File: src/rtl/pedestrian_signal_if.sv
// Crossing signal bundle: vehicle light code and push-button in, lamp/status outputs back.
// The design side uses the slave modport; the driver/monitor side uses master.
interface pedestrian_signal_if #(
  parameter int CNT_W = 4
);
  logic [2:0]       lights;
  logic             ped_req;
  logic             walk;
  logic             dont_walk;
  logic             req_pending;
  logic             ped_ack;
  logic [CNT_W-1:0] count;
  logic             conflict;

  modport master (
    output lights,
    output ped_req,
    input  walk,
    input  dont_walk,
    input  req_pending,
    input  ped_ack,
    input  count,
    input  conflict
  );

  modport slave (
    input  lights,
    input  ped_req,
    output walk,
    output dont_walk,
    output req_pending,
    output ped_ack,
    output count,
    output conflict
  );
endinterface

File: src/rtl/pedestrian_signal.sv
// Pedestrian crossing controller: latches button requests and grants WALK/flashing CLEAR while vehicles hold RED.
// Optional feature macro PEDESTRIAN_SIGNAL_CONFLICT_EN aborts to IDLE and sets sticky conflict if lights leave RED.
module pedestrian_signal #(
  parameter int WALK_CYCLES  = 8,
  parameter int CLEAR_CYCLES = 6,
  parameter int CNT_W        = 4
) (
  input logic                clk,
  input logic                reset_n,
  pedestrian_signal_if.slave bus
);

  localparam logic [2:0]       LIGHT_RED  = 3'b100;
  localparam logic [CNT_W-1:0] WALK_LOAD  = CNT_W'(WALK_CYCLES - 1);
  localparam logic [CNT_W-1:0] CLEAR_LOAD = CNT_W'(CLEAR_CYCLES - 1);

  typedef enum logic [1:0] {
    S_IDLE  = 2'd0,
    S_ARMED = 2'd1,
    S_WALK  = 2'd2,
    S_CLEAR = 2'd3
  } state_t;

  state_t           r_state;
  logic [CNT_W-1:0] r_count;
  logic             r_req;
  logic             r_walk;
  logic             r_dontWalk;
  logic             r_ack;

  logic             w_isRed;
  logic             w_countZero;
  logic [CNT_W-1:0] w_countDec;

  assign w_isRed     = (bus.lights == LIGHT_RED);
  assign w_countZero = (r_count == '0);
  assign w_countDec  = r_count - CNT_W'(1);

`ifdef PEDESTRIAN_SIGNAL_CONFLICT_EN
  logic r_conflict;
  logic w_abort;

  assign w_abort = ((r_state == S_WALK) || (r_state == S_CLEAR)) && !w_isRed;
`endif

  // Lamp outputs are registered alongside the state so they never see a combinational input path.
  always_ff @(posedge clk or negedge reset_n) begin
    if (!reset_n) begin
      r_state    <= S_IDLE;
      r_count    <= '0;
      r_req      <= 1'b0;
      r_walk     <= 1'b0;
      r_dontWalk <= 1'b1;
      r_ack      <= 1'b0;
`ifdef PEDESTRIAN_SIGNAL_CONFLICT_EN
      r_conflict <= 1'b0;
`endif
    end else begin
      r_ack <= 1'b0;
`ifdef PEDESTRIAN_SIGNAL_CONFLICT_EN
      if (w_abort) begin
        r_state    <= S_IDLE;
        r_count    <= '0;
        r_req      <= 1'b0;
        r_walk     <= 1'b0;
        r_dontWalk <= 1'b1;
        r_conflict <= 1'b1;
      end else
`endif
      case (r_state)
        S_IDLE: begin
          if (bus.ped_req) begin
            r_state <= S_ARMED;
            r_req   <= 1'b1;
          end
        end
        // Entering WALK consumes the latch; a button press in this same cycle is absorbed by the grant.
        S_ARMED: begin
          if (w_isRed) begin
            r_state    <= S_WALK;
            r_req      <= 1'b0;
            r_count    <= WALK_LOAD;
            r_walk     <= 1'b1;
            r_dontWalk <= 1'b0;
            r_ack      <= 1'b1;
          end
        end
        S_WALK: begin
          if (bus.ped_req) begin
            r_req <= 1'b1;
          end
          if (w_countZero) begin
            r_state    <= S_CLEAR;
            r_count    <= CLEAR_LOAD;
            r_walk     <= 1'b0;
            r_dontWalk <= ~CLEAR_LOAD[0];
          end else begin
            r_count <= w_countDec;
          end
        end
        // Flash phase follows the count LSB so the last clearance cycle is always lit.
        S_CLEAR: begin
          if (bus.ped_req) begin
            r_req <= 1'b1;
          end
          if (w_countZero) begin
            r_dontWalk <= 1'b1;
            if (r_req || bus.ped_req) begin
              r_state <= S_ARMED;
            end else begin
              r_state <= S_IDLE;
            end
          end else begin
            r_count    <= w_countDec;
            r_dontWalk <= ~w_countDec[0];
          end
        end
        default: begin
          r_state    <= S_IDLE;
          r_count    <= '0;
          r_req      <= 1'b0;
          r_walk     <= 1'b0;
          r_dontWalk <= 1'b1;
        end
      endcase
    end
  end

  assign bus.walk        = r_walk;
  assign bus.dont_walk   = r_dontWalk;
  assign bus.req_pending = r_req;
  assign bus.ped_ack     = r_ack;
  assign bus.count       = r_count;
`ifdef PEDESTRIAN_SIGNAL_CONFLICT_EN
  assign bus.conflict    = r_conflict;
`else
  assign bus.conflict    = 1'b0;
`endif

endmodule

File: src/flat_wrapper.sv
// flat-port wrapper written by rule: the top's interface ports become plain ports
module pedestrian_signal_flat 
#(
  parameter int WALK_CYCLES  = 8,
  parameter int CLEAR_CYCLES = 6,
  parameter int CNT_W        = 4
)
  (clk, reset_n, bus_lights, bus_ped_req, bus_walk, bus_dont_walk, bus_req_pending, bus_ped_ack, bus_count, bus_conflict);
  pedestrian_signal_if #(.CNT_W(CNT_W)) bus_i ();
  input logic clk;
  input logic reset_n;
  input wire logic [$bits(bus_i.lights)-1:0] bus_lights;
  input wire logic [$bits(bus_i.ped_req)-1:0] bus_ped_req;
  output wire logic [$bits(bus_i.walk)-1:0] bus_walk;
  output wire logic [$bits(bus_i.dont_walk)-1:0] bus_dont_walk;
  output wire logic [$bits(bus_i.req_pending)-1:0] bus_req_pending;
  output wire logic [$bits(bus_i.ped_ack)-1:0] bus_ped_ack;
  output wire logic [$bits(bus_i.count)-1:0] bus_count;
  output wire logic [$bits(bus_i.conflict)-1:0] bus_conflict;
  assign bus_i.lights = bus_lights;
  assign bus_i.ped_req = bus_ped_req;
  assign bus_walk = bus_i.walk;
  assign bus_dont_walk = bus_i.dont_walk;
  assign bus_req_pending = bus_i.req_pending;
  assign bus_ped_ack = bus_i.ped_ack;
  assign bus_count = bus_i.count;
  assign bus_conflict = bus_i.conflict;
  pedestrian_signal #(.WALK_CYCLES(WALK_CYCLES), .CLEAR_CYCLES(CLEAR_CYCLES), .CNT_W(CNT_W)) u_core (.clk(clk), .reset_n(reset_n), .bus(bus_i));
endmodule
File: config.mk
export PLATFORM = sky130hd
export DESIGN_NAME = pedestrian_signal_flat
export DESIGN_NICKNAME = d
export VERILOG_FILES = /design/src/rtl/pedestrian_signal_if.sv /design/src/rtl/pedestrian_signal.sv /design/src/flat_wrapper.sv
export SDC_FILE = /design/constraint.sdc
export NUM_CORES = 1
export LEC_CHECK = 0
export ABC_CLOCK_PERIOD_IN_PS = 6100
export CAP_MARGIN = 20
export CORE_AREA = 2 2 39 41
export CTS_BUF_LIST = sky130_fd_sc_hd__clkbuf_2
export DETAILED_ROUTE_END_ITERATION = 7
export DIE_AREA = 0 0 41 43
export GPL_TIMING_DRIVEN = 0
export PLACE_DENSITY = 0.78
export REMOVE_ABC_BUFFERS = 1
export SLEW_MARGIN = 15
export SYNTH_ARGS = -nofsm -noshare
export SYNTH_HDL_FRONTEND = slang
export SYNTH_SLANG_ARGS = --single-unit
File: constraint.sdc
create_clock -name clk -period 6.1 [get_ports clk]
set_clock_uncertainty 0.2 [all_clocks]
set_input_delay 1.22 -clock clk [delete_from_list [all_inputs] [get_ports clk]]
set_output_delay 1.22 -clock clk [all_outputs]
set_load 0.05 [all_outputs]
==> out/qor.yml <==
placement:
  placed_cells: 95
  io_buffer_count: 13
  gp_congestion: 0.8444
  dpl.hpwl_um: 941.1
synth:
  synth_seq_area_share_pct: 38.65
  synth_area_sq_um: 650.6
  yosysTopAreaCell: "dfrtp_1"
  synth_seq_cells: 10
  ys_types: 27
  yosysTopAreaCellShare_pct: 34.62
  synth_area_leaders: "dfrtp_1 35%, ha_1 15%, a21oi_1 4.6%"
  syn_avg_cell_area_sq_um: 9.429
  yosysWarnings: 0
  synth_cells: 69
cts:
  numCtsBuffers: 3
  clk_latency_ps: 260
  cts_tree: "done"
  cts_hold_buffers: 0
  cts_num_sinks: 10
  cts_root_buf: "clkbuf_2"
  clock_tree.buffer_depth: 2
  cts.reportedPaths.clkPinSlew_ps: 110
  cts_resized: 0
  cts_setup_buffers: 0
  ctsHtreeMaxLevel: 1
drt:
  ant_nets: 0
  vias_per_cell: 5.253
  drt-initial-drc-count: 7
  first_pass_iters: 5
  vias: 520
  drc: 0
  routedWlPerCell_um: 11.94
  drt-total-wl_mm: 1.182
grt:
  grt_pass1_wl_mm: 1.828
  overflow: 0
  antenna_found_initial: 0
  grt_pass1_vias: 448
  grt_max_degree: 11
  grt_usage_pct: 15.60
sta:
  hold_violations: 0
  setup_viol_count_final: 0
  finalSetupTns_ps: 0
  fin_crit_sh_pct: 49.10
  rsz0062_at_grt: "false"
  slew_viol_final: 0
  clock.fmax_ghz: 0.3339
  post-route-min-period_ps: 2995
die:
  dieArea_sq_um: 1763
  initial_core_util_pct: 47.02
  core_region_area_sq_um: 1384
  die-width_um: 41
  rows: 14
  io_pins: 15
  die_h_um: 43
critical_path:
  path_depth: 1
  worstPathRequired_ps: 4680
  cp_cell_sequence: "clkdlybuf4s50_1"
  reg2regPathDepth: 6
  r2r_slack_ps: 3910
  path_class: "flip-flop to primary output"
  path_max_fanout: 2
  critPathLaunchType: "flip-flop"
  crit_path_start: "u_core.bus.dont_walk"
  cp_num_buf_inv: 1
  arrival_ps: 1570
  path_delay_family: "buffers and inverters"
  cp_slowest_stage_delay_ps: 790
  endpoint_kind: "primary output"
  slowest_stage: "clkdlybuf4s50_1"
  r2r-start: "u_core.bus.count[0]"
flow_run:
  drv_cap: 0
power_and_ir_drop:
  seqPwrFrac_pct: 27.7
  p_leak_nw: 0.3892
  peakVddDrop_mv: 0.2080
  p_sw_share_pct: 48.92
  intPower_w: 0.0002042
  clkPwrFrac_pct: 10.3
  power.density_nw_per_um2: 505.7
  combPwrFrac_pct: 62.0
  p_switching_w: 0.0001956
finish:
  syn2layout_area_growth_pct: 21.54
  nNetsFinal: 98
  diodes: 0
  fillers: 126
  fin_cells: 99
  drive_gt1_share_pct: 8.434
worst_hold_path:
  hold_depth: 1
  hold_path.class: "flip-flop to flip-flop"
  min_from: "u_core.bus.count[2]"
run_status:
  status: "finished clean"
## cells by family after synthesis
| family | Yosys count | share of synthesized area (%) |
|---|---|---|
| AO/OA/AOI/OAI | 21 | 21.92 |
| adder cells (fa/ha/maj) | 8 | 15.39 |
| buffers and inverters | 11 | 9.231 |
| flip-flops | 10 | 38.66 |
| other | 1 | 0.5764 |
| AND/OR/NAND/NOR | 18 | 14.23 |
## per-layer routing
| layer | wire [um] | up-vias | GRT usage [%] |
|---|---|---|---|
| li1 | - | 268 | - |
| met1 | 535 | 239 | 19.21 |
| met2 | 585 | 9 | 22.50 |
| met3 | 36 | 4 | 4.712 |
| met4 | 25 | 0 | 10.00 |
| met5 | 0 | - | 0 |
## per-stage QoR
step	worst slack [ps]	total power [W]	hold slack (ps)	area (sq um)	utilization [%]
CTS	3088	0.0004028	370.6	790.8	57.14
global route	3053	0.0004296	397.2	790.8	57.14
global placement	2990	0.0003516	334.2	770.7	55.70
floorplan	3492	0.0002939	392.2	620.6	-
finish	3105	0.0003999	372.2	790.8	57.14
detailed placement	2965	0.0003606	342.5	770.7	55.70
## layout make-up
| class | count | area (sq um) | area share (%) |
|---|---|---|---|
| inverter | 8 | 30.03 | 3.797 |
| multi-input combinational | 48 | 339.1 | 42.88 |
| sequential | 10 | 251.5 | 31.80 |
| clock buffer | 4 | 20.02 | 2.532 |
| tap | 16 | 20.02 | 2.532 |
| timing repair buffer | 13 | 130.1 | 16.46 |
## cells in the mapped netlist, drive strengths merged
cell / n
a21o: 2
nor2b: 1
a22o: 1
o22ai: 1
a21oi: 6
inv: 8
o2bb2ai: 1
a31oi: 1
or3b: 2
a32o: 1
buf: 3
conb: 1
ha: 8
nor2: 3
dfstp: 1
o221ai: 1
nand3: 2
a2bb2oi: 1
and4b: 1
a221oi: 1
or2: 1
dfrtp: 9
nor3: 1
nand2: 7
o21ai: 5
## power by group through the flow
stage | clock, W | combinational [W] | sequential, W
floorplan | 0 | 0.000136 | 0.000158
global placement | 0 | 0.000241 | 0.000111
detailed placement | 0 | 0.000248 | 0.000112
CTS | 0.0000425 | 0.000249 | 0.000111
global route | 0.0000459 | 0.000269 | 0.000115
finish | 0.0000410 | 0.000248 | 0.000111
## final timing paths
check	endpoint
worst max-delay path	bus_dont_walk
worst min-delay path	u_core.bus.count[2]
worst max register to register	u_core.r_state[0]
worst min register to register	u_core.bus.count[2]
max in group asynchronous	u_core.bus.dont_walk
min in group asynchronous	u_core.bus.count[1]
## cells in the final DEF (no fill, tap or decap), types with 2 or more instances in the layout
cell / Yosys / routed
dfrtp_1: 9 / 9
nor2_1: 3 / 3
ha_1: 8 / 8
o21ai_0: 4 / 4
a21o_1: 2 / 2
nand2_1: 7 / 7
clkbuf_2: 0 / 4
or3b_1: 2 / 2
a21oi_1: 6 / 6
clkdlybuf4s50_1: 0 / 13
inv_1: 8 / 8
nand3_1: 2 / 2
## flip-flops by register name, summed over array words and instances (netlist names)
register / cells
u_core.bus.count: 4
u_core.bus.walk: 1
u_core.r_state: 2
u_core.bus.req_pending: 1
u_core.bus.ped_ack: 1
u_core.bus.dont_walk: 1
No activity file was read; power rests on OpenSTA's default activity.
